<file path="src/rtl/dcache_ctrl.sv">
// Direct-mapped, write-back/write-allocate L1 data-cache controller for the MEM stage.
// Optional macro DCACHE_STATS_EN adds saturating hit_cnt_o / miss_cnt_o counters.
module dcache_ctrl #(
  parameter int NUM_LINES = 16,
  parameter int LINE_W    = 256,
  parameter int TAG_W     = 23
) (
  input  logic              clk_i,
  input  logic              rst_i,
  input  logic [31:0]       cpu_addr_i,
  input  logic [31:0]       cpu_wdata_i,
  input  logic              cpu_MemRead_i,
  input  logic              cpu_MemWrite_i,
  output logic [31:0]       cpu_rdata_o,
  output logic              cpu_stall_o,
  output logic [31:0]       mem_addr_o,
  output logic [LINE_W-1:0] mem_wdata_o,
  output logic              mem_enable_o,
  output logic              mem_write_o,
  input  logic [LINE_W-1:0] mem_rdata_i,
  input  logic              mem_ack_i
`ifdef DCACHE_STATS_EN
  ,
  output logic [31:0]       hit_cnt_o,
  output logic [31:0]       miss_cnt_o
`endif
);
  localparam int INDEX_W  = $clog2(NUM_LINES);
  localparam int OFFSET_W = 5;
  localparam int WORD_W   = $clog2(LINE_W / 32);

  typedef enum logic [2:0] {IDLE, WB_REQ, WB_WAIT, AL_REQ, AL_WAIT} state_e;
  state_e state_q, state_d;

  logic [NUM_LINES-1:0] valid_q, dirty_q;
  logic [TAG_W-1:0]     tag_q  [NUM_LINES];
  logic [LINE_W-1:0]    data_q [NUM_LINES];

  logic [TAG_W-1:0]   req_tag_s;
  logic [INDEX_W-1:0] index_s;
  logic [WORD_W-1:0]  word_s;
  logic [WORD_W+4:0]  bit_off_s;
  logic req_s, hit_s, idle_hit_s, hit_wr_s, wb_done_s, refill_s, miss_s;
  logic unused_s;

  assign req_tag_s = cpu_addr_i[31 -: TAG_W];
  assign index_s   = cpu_addr_i[OFFSET_W +: INDEX_W];
  assign word_s    = cpu_addr_i[2 +: WORD_W];
  assign bit_off_s = {word_s, 5'b0_0000};
  assign req_s     = cpu_MemRead_i | cpu_MemWrite_i;
  assign hit_s     = req_s & valid_q[index_s] & (tag_q[index_s] == req_tag_s);
  assign unused_s  = ^{cpu_addr_i[1:0], idle_hit_s, miss_s};

  always_comb begin
    state_d      = state_q;
    cpu_rdata_o  = 32'h0000_0000;
    cpu_stall_o  = 1'b0;
    mem_addr_o   = 32'h0000_0000;
    mem_wdata_o  = {LINE_W{1'b0}};
    mem_enable_o = 1'b0;
    mem_write_o  = 1'b0;
    idle_hit_s   = 1'b0;
    hit_wr_s     = 1'b0;
    wb_done_s    = 1'b0;
    refill_s     = 1'b0;
    miss_s       = 1'b0;
    // Reset wins over every state: outputs forced to their reset values.
    if (rst_i) begin
      state_d = IDLE;
    end else begin
      case (state_q)
        IDLE: begin
          if (hit_s) begin
            idle_hit_s = 1'b1;
            if (cpu_MemWrite_i) hit_wr_s = 1'b1;
            else                cpu_rdata_o = data_q[index_s][bit_off_s +: 32];
          end else if (req_s) begin
            cpu_stall_o = 1'b1;
            miss_s      = 1'b1;
            if (valid_q[index_s] && dirty_q[index_s]) state_d = WB_REQ;
            else                                      state_d = AL_REQ;
          end else begin
            cpu_rdata_o = 32'h0000_0000;
          end
        end
        WB_REQ, WB_WAIT: begin
          cpu_stall_o = 1'b1;
          mem_write_o = 1'b1;
          mem_addr_o  = {tag_q[index_s], index_s, 5'b0_0000};
          mem_wdata_o = data_q[index_s];
          if (state_q == WB_REQ) begin
            mem_enable_o = 1'b1;
            state_d      = WB_WAIT;
          end else if (mem_ack_i) begin
            wb_done_s = 1'b1;
            state_d   = AL_REQ;
          end else begin
            state_d = WB_WAIT;
          end
        end
        AL_REQ, AL_WAIT: begin
          cpu_stall_o = 1'b1;
          mem_addr_o  = {req_tag_s, index_s, 5'b0_0000};
          if (state_q == AL_REQ) begin
            mem_enable_o = 1'b1;
            state_d      = AL_WAIT;
          end else if (mem_ack_i) begin
            refill_s = 1'b1;
            state_d  = IDLE;
          end else begin
            state_d = AL_WAIT;
          end
        end
        default: state_d = IDLE;
      endcase
    end
  end

  // FSM state register
  always_ff @(posedge clk_i) begin
    if (rst_i) state_q <= IDLE;
    else       state_q <= state_d;
  end

  // Per-line valid and dirty bits
  always_ff @(posedge clk_i) begin
    if (rst_i) begin
      valid_q <= {NUM_LINES{1'b0}};
      dirty_q <= {NUM_LINES{1'b0}};
    end else if (refill_s) begin
      valid_q[index_s] <= 1'b1;
      dirty_q[index_s] <= 1'b0;
    end else if (wb_done_s) begin
      dirty_q[index_s] <= 1'b0;
    end else if (hit_wr_s) begin
      dirty_q[index_s] <= 1'b1;
    end
  end

  // Tag and data arrays; contents are don't-care until the line is valid
  always_ff @(posedge clk_i) begin
    if (refill_s) begin
      tag_q[index_s]  <= req_tag_s;
      data_q[index_s] <= mem_rdata_i;
    end else if (hit_wr_s) begin
      data_q[index_s][bit_off_s +: 32] <= cpu_wdata_i;
    end
  end

`ifdef DCACHE_STATS_EN
  logic        refill_q;
  logic [31:0] hit_cnt_q, miss_cnt_q;

  // Saturating counters; the hit cycle right after a refill belongs to the miss
  always_ff @(posedge clk_i) begin
    if (rst_i) begin
      refill_q   <= 1'b0;
      hit_cnt_q  <= 32'h0000_0000;
      miss_cnt_q <= 32'h0000_0000;
    end else begin
      refill_q <= refill_s;
      if (idle_hit_s && !refill_q && (hit_cnt_q != 32'hFFFF_FFFF))
        hit_cnt_q <= hit_cnt_q + 32'd1;
      if (miss_s && (miss_cnt_q != 32'hFFFF_FFFF))
        miss_cnt_q <= miss_cnt_q + 32'd1;
    end
  end

  assign hit_cnt_o  = hit_cnt_q;
  assign miss_cnt_o = miss_cnt_q;
`endif
endmodule
</file>
<file path="config.mk">
export PLATFORM = sky130hd
export DESIGN_NAME = dcache_ctrl
export DESIGN_NICKNAME = d
export VERILOG_FILES = /design/src/rtl/dcache_ctrl.sv
export SDC_FILE = /design/constraint.sdc
export NUM_CORES = 2
export LEC_CHECK = 0
export CORE_MARGIN = 4
export CORE_UTILIZATION = 35
export CTS_CLUSTER_DIAMETER = 150
export CTS_CLUSTER_SIZE = 20
export DETAILED_ROUTE_END_ITERATION = 10
export PLACE_DENSITY = 0.58
export SYNTH_ARGS = -nofsm -noshare
export SYNTH_HDL_FRONTEND = slang
export SYNTH_MEMORY_MAX_BITS = 65536
export SYNTH_SLANG_ARGS = --single-unit
export TNS_END_PERCENT = 1
</file>
<file path="constraint.sdc">
create_clock -name clk_i -period 8.1 [get_ports clk_i]
set_input_delay 1.62 -clock clk_i [delete_from_list [all_inputs] [get_ports clk_i]]
set_output_delay 1.62 -clock clk_i [all_outputs]
set_load 0.03 [all_outputs]
</file>
**Word level (Yosys, flattened, before mapping)**

Memories as Yosys holds them, arrays and structs flattened.
Index checks and enable logic that the tools add are counted.

- $add $sub $neg: 1
- Multiplexer cells: 307
- Equality and inequality tests: 7
- Order comparisons: 2
- Bitwise operators: 263
- Reductions and logical operators: 8
- Shifts and indexed selects: 3

Operators by type and width:

| cell | count |
|---|---|
| two-way mux 256 bit | 3 |
| two-way mux 1 bit | 284 |
| OR 1 bit | 257 |
| variable shift 32 x 10 -> 256 bit, first input constant | 1 |
| variable part select 256 x 9 -> 32 bit | 1 |
| variable part select 32 x 10 -> 256 bit | 1 |
| two-way mux 32 bit | 5 |
| case mux 32 bit (2 select lines) | 1 |
| two-way mux 16 bit | 3 |
| OR 16 bit | 2 |
| == test 23 bit | 1 |
| AND 16 bit | 1 |
| inverter 16 bit | 1 |
| two-way mux 3 bit | 4 |
| negator 8 -> 10 bit | 1 |
| case mux 3 bit (3 select lines) | 1 |
| binary-select mux 1 bit (select 4 bit) | 2 |
| == test 3 x 2 -> 1 bit, second input constant | 2 |
| < comparator 4 x 5 -> 1 bit, second input constant | 1 |
| demux 1 bit (select 4 bit) | 1 |
| greater-or-equal comparator 4 x 1 -> 1 bit, second input constant | 1 |
| != test 2 bit, second input constant | 2 |
| case mux 1 bit (2 select lines) | 2 |
| OR reduction 2 bit | 2 |
| other kinds (9) | 11 |

- Bits of input ports: 325
- Memories kept: 2
- Word-level logic and storage cells: 596
- Output and inout port bits: 323
- RAM bits: 4464
- Bits in registers: 35

Memories:

| name | depth | width | rd ports | clocked after Yosys merged registers in | wr ports | RTL line | text |
|---|---|---|---|---|---|---|---|
| data_q | 16 | 256 | 1 | 0 | 1 | 37 | `logic [LINE_W-1:0] data_q [NUM_LINES];` |
| tag_q | 16 | 23 | 1 | 0 | 1 | 36 | `logic [TAG_W-1:0] tag_q [NUM_LINES];` |

**Logic depth before layout (Yosys ltp)**

- Depth after elaboration: 11
- Depth in mapped cells: 16

**Worst setup path before layout**

Ideal clock, no wire load.

- Path type: input-to-reg
- Start: input cpu_addr_i[2]
- End: memory data_q[10][0], enable pin
- Arrival time: 6152 ps
- Setup time: 432 ps
- Cell stages on the path: 11
- Path slack: 1516 ps
- Required time: 7668 ps
- Path buffers: 5
- Cells stage by stage: inv_1 -> clkbuf_1 -> buf_1 -> ha_1 -> or4b_2 -> nor4_1 -> nand4_1 -> buf_2 -> buf_2 -> buf_2 -> a21oi_1

- Cells in the longest elaborated chain, start to end: 4

RTL lines:

| what | RTL line | text |
|---|---|---|
| from (decl) | 10 | `input logic [31:0] cpu_addr_i,` |
| negator 8 -> 10 bit | 146 | `data_q[index_s][bit_off_s +: 32] <= cpu_wdata_i;` |
| variable shift 32 x 10 -> 256 bit | 146 |  |
| two-way mux 256 bit (implied by the code) | 146 |  |
| OR 1 bit (no source line) | - |  |
| to (decl) | 37 |  |

Every way passes these cells.

**Worst setup path after layout**

- Start: input cpu_addr_i[5]
- End: output cpu_rdata_o[31]

- Cells in the longest elaborated chain, start to end: 7
- Elaborated cells between the ends (all ways): 12
- Those cells by class: 1 x eq/ne; 1 x shift; 6 x mux; 2 x bitwise; 2 x memory

RTL lines:

| what | RTL line | text |
|---|---|---|
| branches (longest 4 deep; another with memory (16 x 256 bit)) | - |  |
| two-way mux 32 bit (*) | 73 | `if (hit_s) begin` |
| two-way mux 32 bit (*) | 71 | `case (state_q)` |
| two-way mux 32 bit (*) | 68 | `if (rst_i) begin` |
| to (decl) | 14 | `output logic [31:0] cpu_rdata_o,` |

Mark *: on every way between the ends. The select of a mux whose other input is x is not followed.

==> impl_metrics.toml <==
[status]
status = "complete, no violations"

[clocking]
cts_made_buffers = 265
clk_latency_ns = 0.99
path_clk_slew_ns = 0.08
post-cts-setup-buffer-count = 0
htreeDepth = 5
cts.path.max_buffers = 4
cts.sinks = 4499
postCtsHoldBufs = 0
postCtsResizedCells = 0
clockRootBuffer = "clkbuf_16"
cts_tree = "built"

[power_and_ir_drop]
power_density_nw_per_um2 = 213
swShare_pct = 23.8
p_seq_share_pct = 58.6
vdd_drop_max_uv = 171
p_comb_share_pct = 10.2
leakage_nw = 62.8
p_int_mw = 33.3
power.switching_mw = 10.4
power.share.clock_pct = 31.2

[critical_path]
crit_required_ns = 6.48
crit_arrival_ns = 5.76
path_class = "input port to primary output"
startpoint_type = "input port"
worstSetupEndpointType = "primary output"
cp_max_fo = 85

[route]
wire_per_inst_um = 38.6
drc = 0
wirelength_um = 601000
final_antenna_net_count = 0
first_pass_iters = 6
vias_per_cell = 5.75
drtIter0Drc = 12290
vias = 89676

[hold_path]
hp-class = "flip-flop to flip-flop"

[floorplan]
io_pins = 648
initial_core_util_pct = 35.1
coreArea_um2 = 509000
dieArea_um2 = 523000
die_w_um = 723
row_count = 262
die-height_um = 723

[placement]
gp_congestion = 0.891
port_buffers = 640
dpl.hpwl_um = 404000

[global_routing]
grt_remaining_overflow = 0
grt_max_degree = 89
grt_pass1_wl_um = 795000
grt_pass1_vias = 87993
antenna_found_initial = 160
grt_usage_pct = 22.5

[synth]
yosysWarnings = 0
synth_top_area_share_pct = 74.9
yosys_most_used_dff = "edfxtp_1"
synthCells = 7876
synth.area.top_cells = "edfxtp_1, mux4_2, mux2_2"
ys_types = 70
synthArstFlopShare_pct = 0
syn_area_um2 = 179000
yosys.area.top_type = "edfxtp_1"
synth.avg_cell_area_um2 = 22.7
ys_seq_elements = 4499
synth-edff-count = 4464
yosysSeqAreaShare_pct = 75.3

[cells_and_area]
drive_gt1_share_pct = 31.6
nNetsFinal = 9053
mostFrequentLayoutCells = "edfxtp_1, mux4_2, buf_4"
final_common_cell = "edfxtp_1"
area_growth_pct = 14.5
num-fill-cells = 44487
multiInputGateArea_um2 = 43600
seq_area_um2 = 135000

[sta]
max_freq_mhz = 135
rsz0062_at_grt = "no"
setup-tns-final_ns = 0
final_max_slew_viol_count = 0
period_needed_ns = 7.38
post-route-period-util_pct = 91.1
hold_violations = 0
hold_ws_ns = 0.479
tightest_slew_ns = 1.46
slew_headroom_pct = 2.96
setup_viol = 0
finalClockSkew_ns = 0.0817

[run]
drv_cap = 0
## per-layer routing
layer / vias to the layer above / track usage [%] / part of all wire (%)
li1: 34842 / - / -
met1: 48966 / 28.5 / 36
met2: 4905 / 34.8 / 46
met3: 875 / 7.79 / 12
met4: 88 / 10.6 / 5.4
met5: - / 0 / 0.10
## metrics by stage
step           setup WS [ns]  cells  area [um2]  total power [mW]  utilization [%]
4_1_cts                0.822  15497      205000              43.9             40.2
5_1_grt                0.643  15507      205000              44.8             40.2
3_3_place_gp           0.854  15188      198000              30.5             38.8
6_report               0.718  15583      205000              43.7             40.2
3_5_place_dp           0.824  15188      198000              30.6             38.8
2_1_floorplan           1.52   7880      179000              28.3                -
## registers in the layout, indices dropped and copies added, names as in the netlist, named ones only
name	flops
valid_q	16
state_q	3
data_q	4096
tag_q	368
## power groups by stage
stage                     combinational [mW]  clock, mW  sequential [mW]
after floorplan                         2.23          0             26.1
after global placement                  4.40          0             26.1
after detailed placement                4.46          0             26.1
after CTS                               4.47       13.8             25.6
after global routing                    4.58       14.7             25.6
final                                   4.46       13.6             25.6
## final timing paths
check           startpoint         endpoint  slack [ns]  cells past startpoint
max          cpu_addr_i[5]  cpu_rdata_o[31]        0.72                     10
min            valid_q[11]      valid_q[11]        0.48                      2
max reg2reg   tag_q[13][6]   data_q[6][143]        3.01                     10
min reg2reg    valid_q[11]      valid_q[11]        0.48                      2
## logic make-up (layout without fill, tap and decap cells)
| group | count (synthesis) | in the layout | share of synthesized area [%] |
|---|---|---|---|
| flops | 4499 | 4499 | 75.3 |
| mux | 1786 | 1786 | 20.0 |
| simple gates | 654 | 654 | 1.95 |
| buf+inv | 553 | 1438 | 1.34 |
| compound gates | 353 | 353 | 1.24 |
| xor+xnor | 25 | 25 | 0.122 |
| fa+ha+maj | 5 | 5 | 0.0349 |
| other cells | 1 | 91 | 0.00209 |
## critical path: stages
cell and delay (ns):
buf_16 0.48, buf_4 0.58, buf_4 0.31, mux4_2 0.54
mux4_2 0.67, mux4_2 0.60, nand2_1 0.12, a21oi_1 0.08
buf_4 0.23, buf_4 0.18
## Yosys cell counts, drive strengths merged, types with 14 or more instances
cell / instances
and2: 262
mux4: 1412
nand2b: 38
nand2: 131
inv: 63
o21ai: 29
buf: 200
mux2i: 136
a21oi: 185
edfxtp: 4464
a22oi: 26
nor2: 142
clkbuf: 289
a21boi: 23
dfxtp: 35
nand3: 14
mux2: 238
xor2: 14
## layout make-up
type / instances / share of cell area [%]
multi-input cells: 2828 / 21.3
repair buffers: 1065 / 5.16
diodes: 86 / 0.105
clock inverters: 23 / 0.169
well taps: 6732 / 4.11
inverters: 64 / 0.128
flip-flops and latches: 4499 / 65.7
clock buffers: 286 / 3.35
No activity file was read; power rests on OpenSTA's default activity.
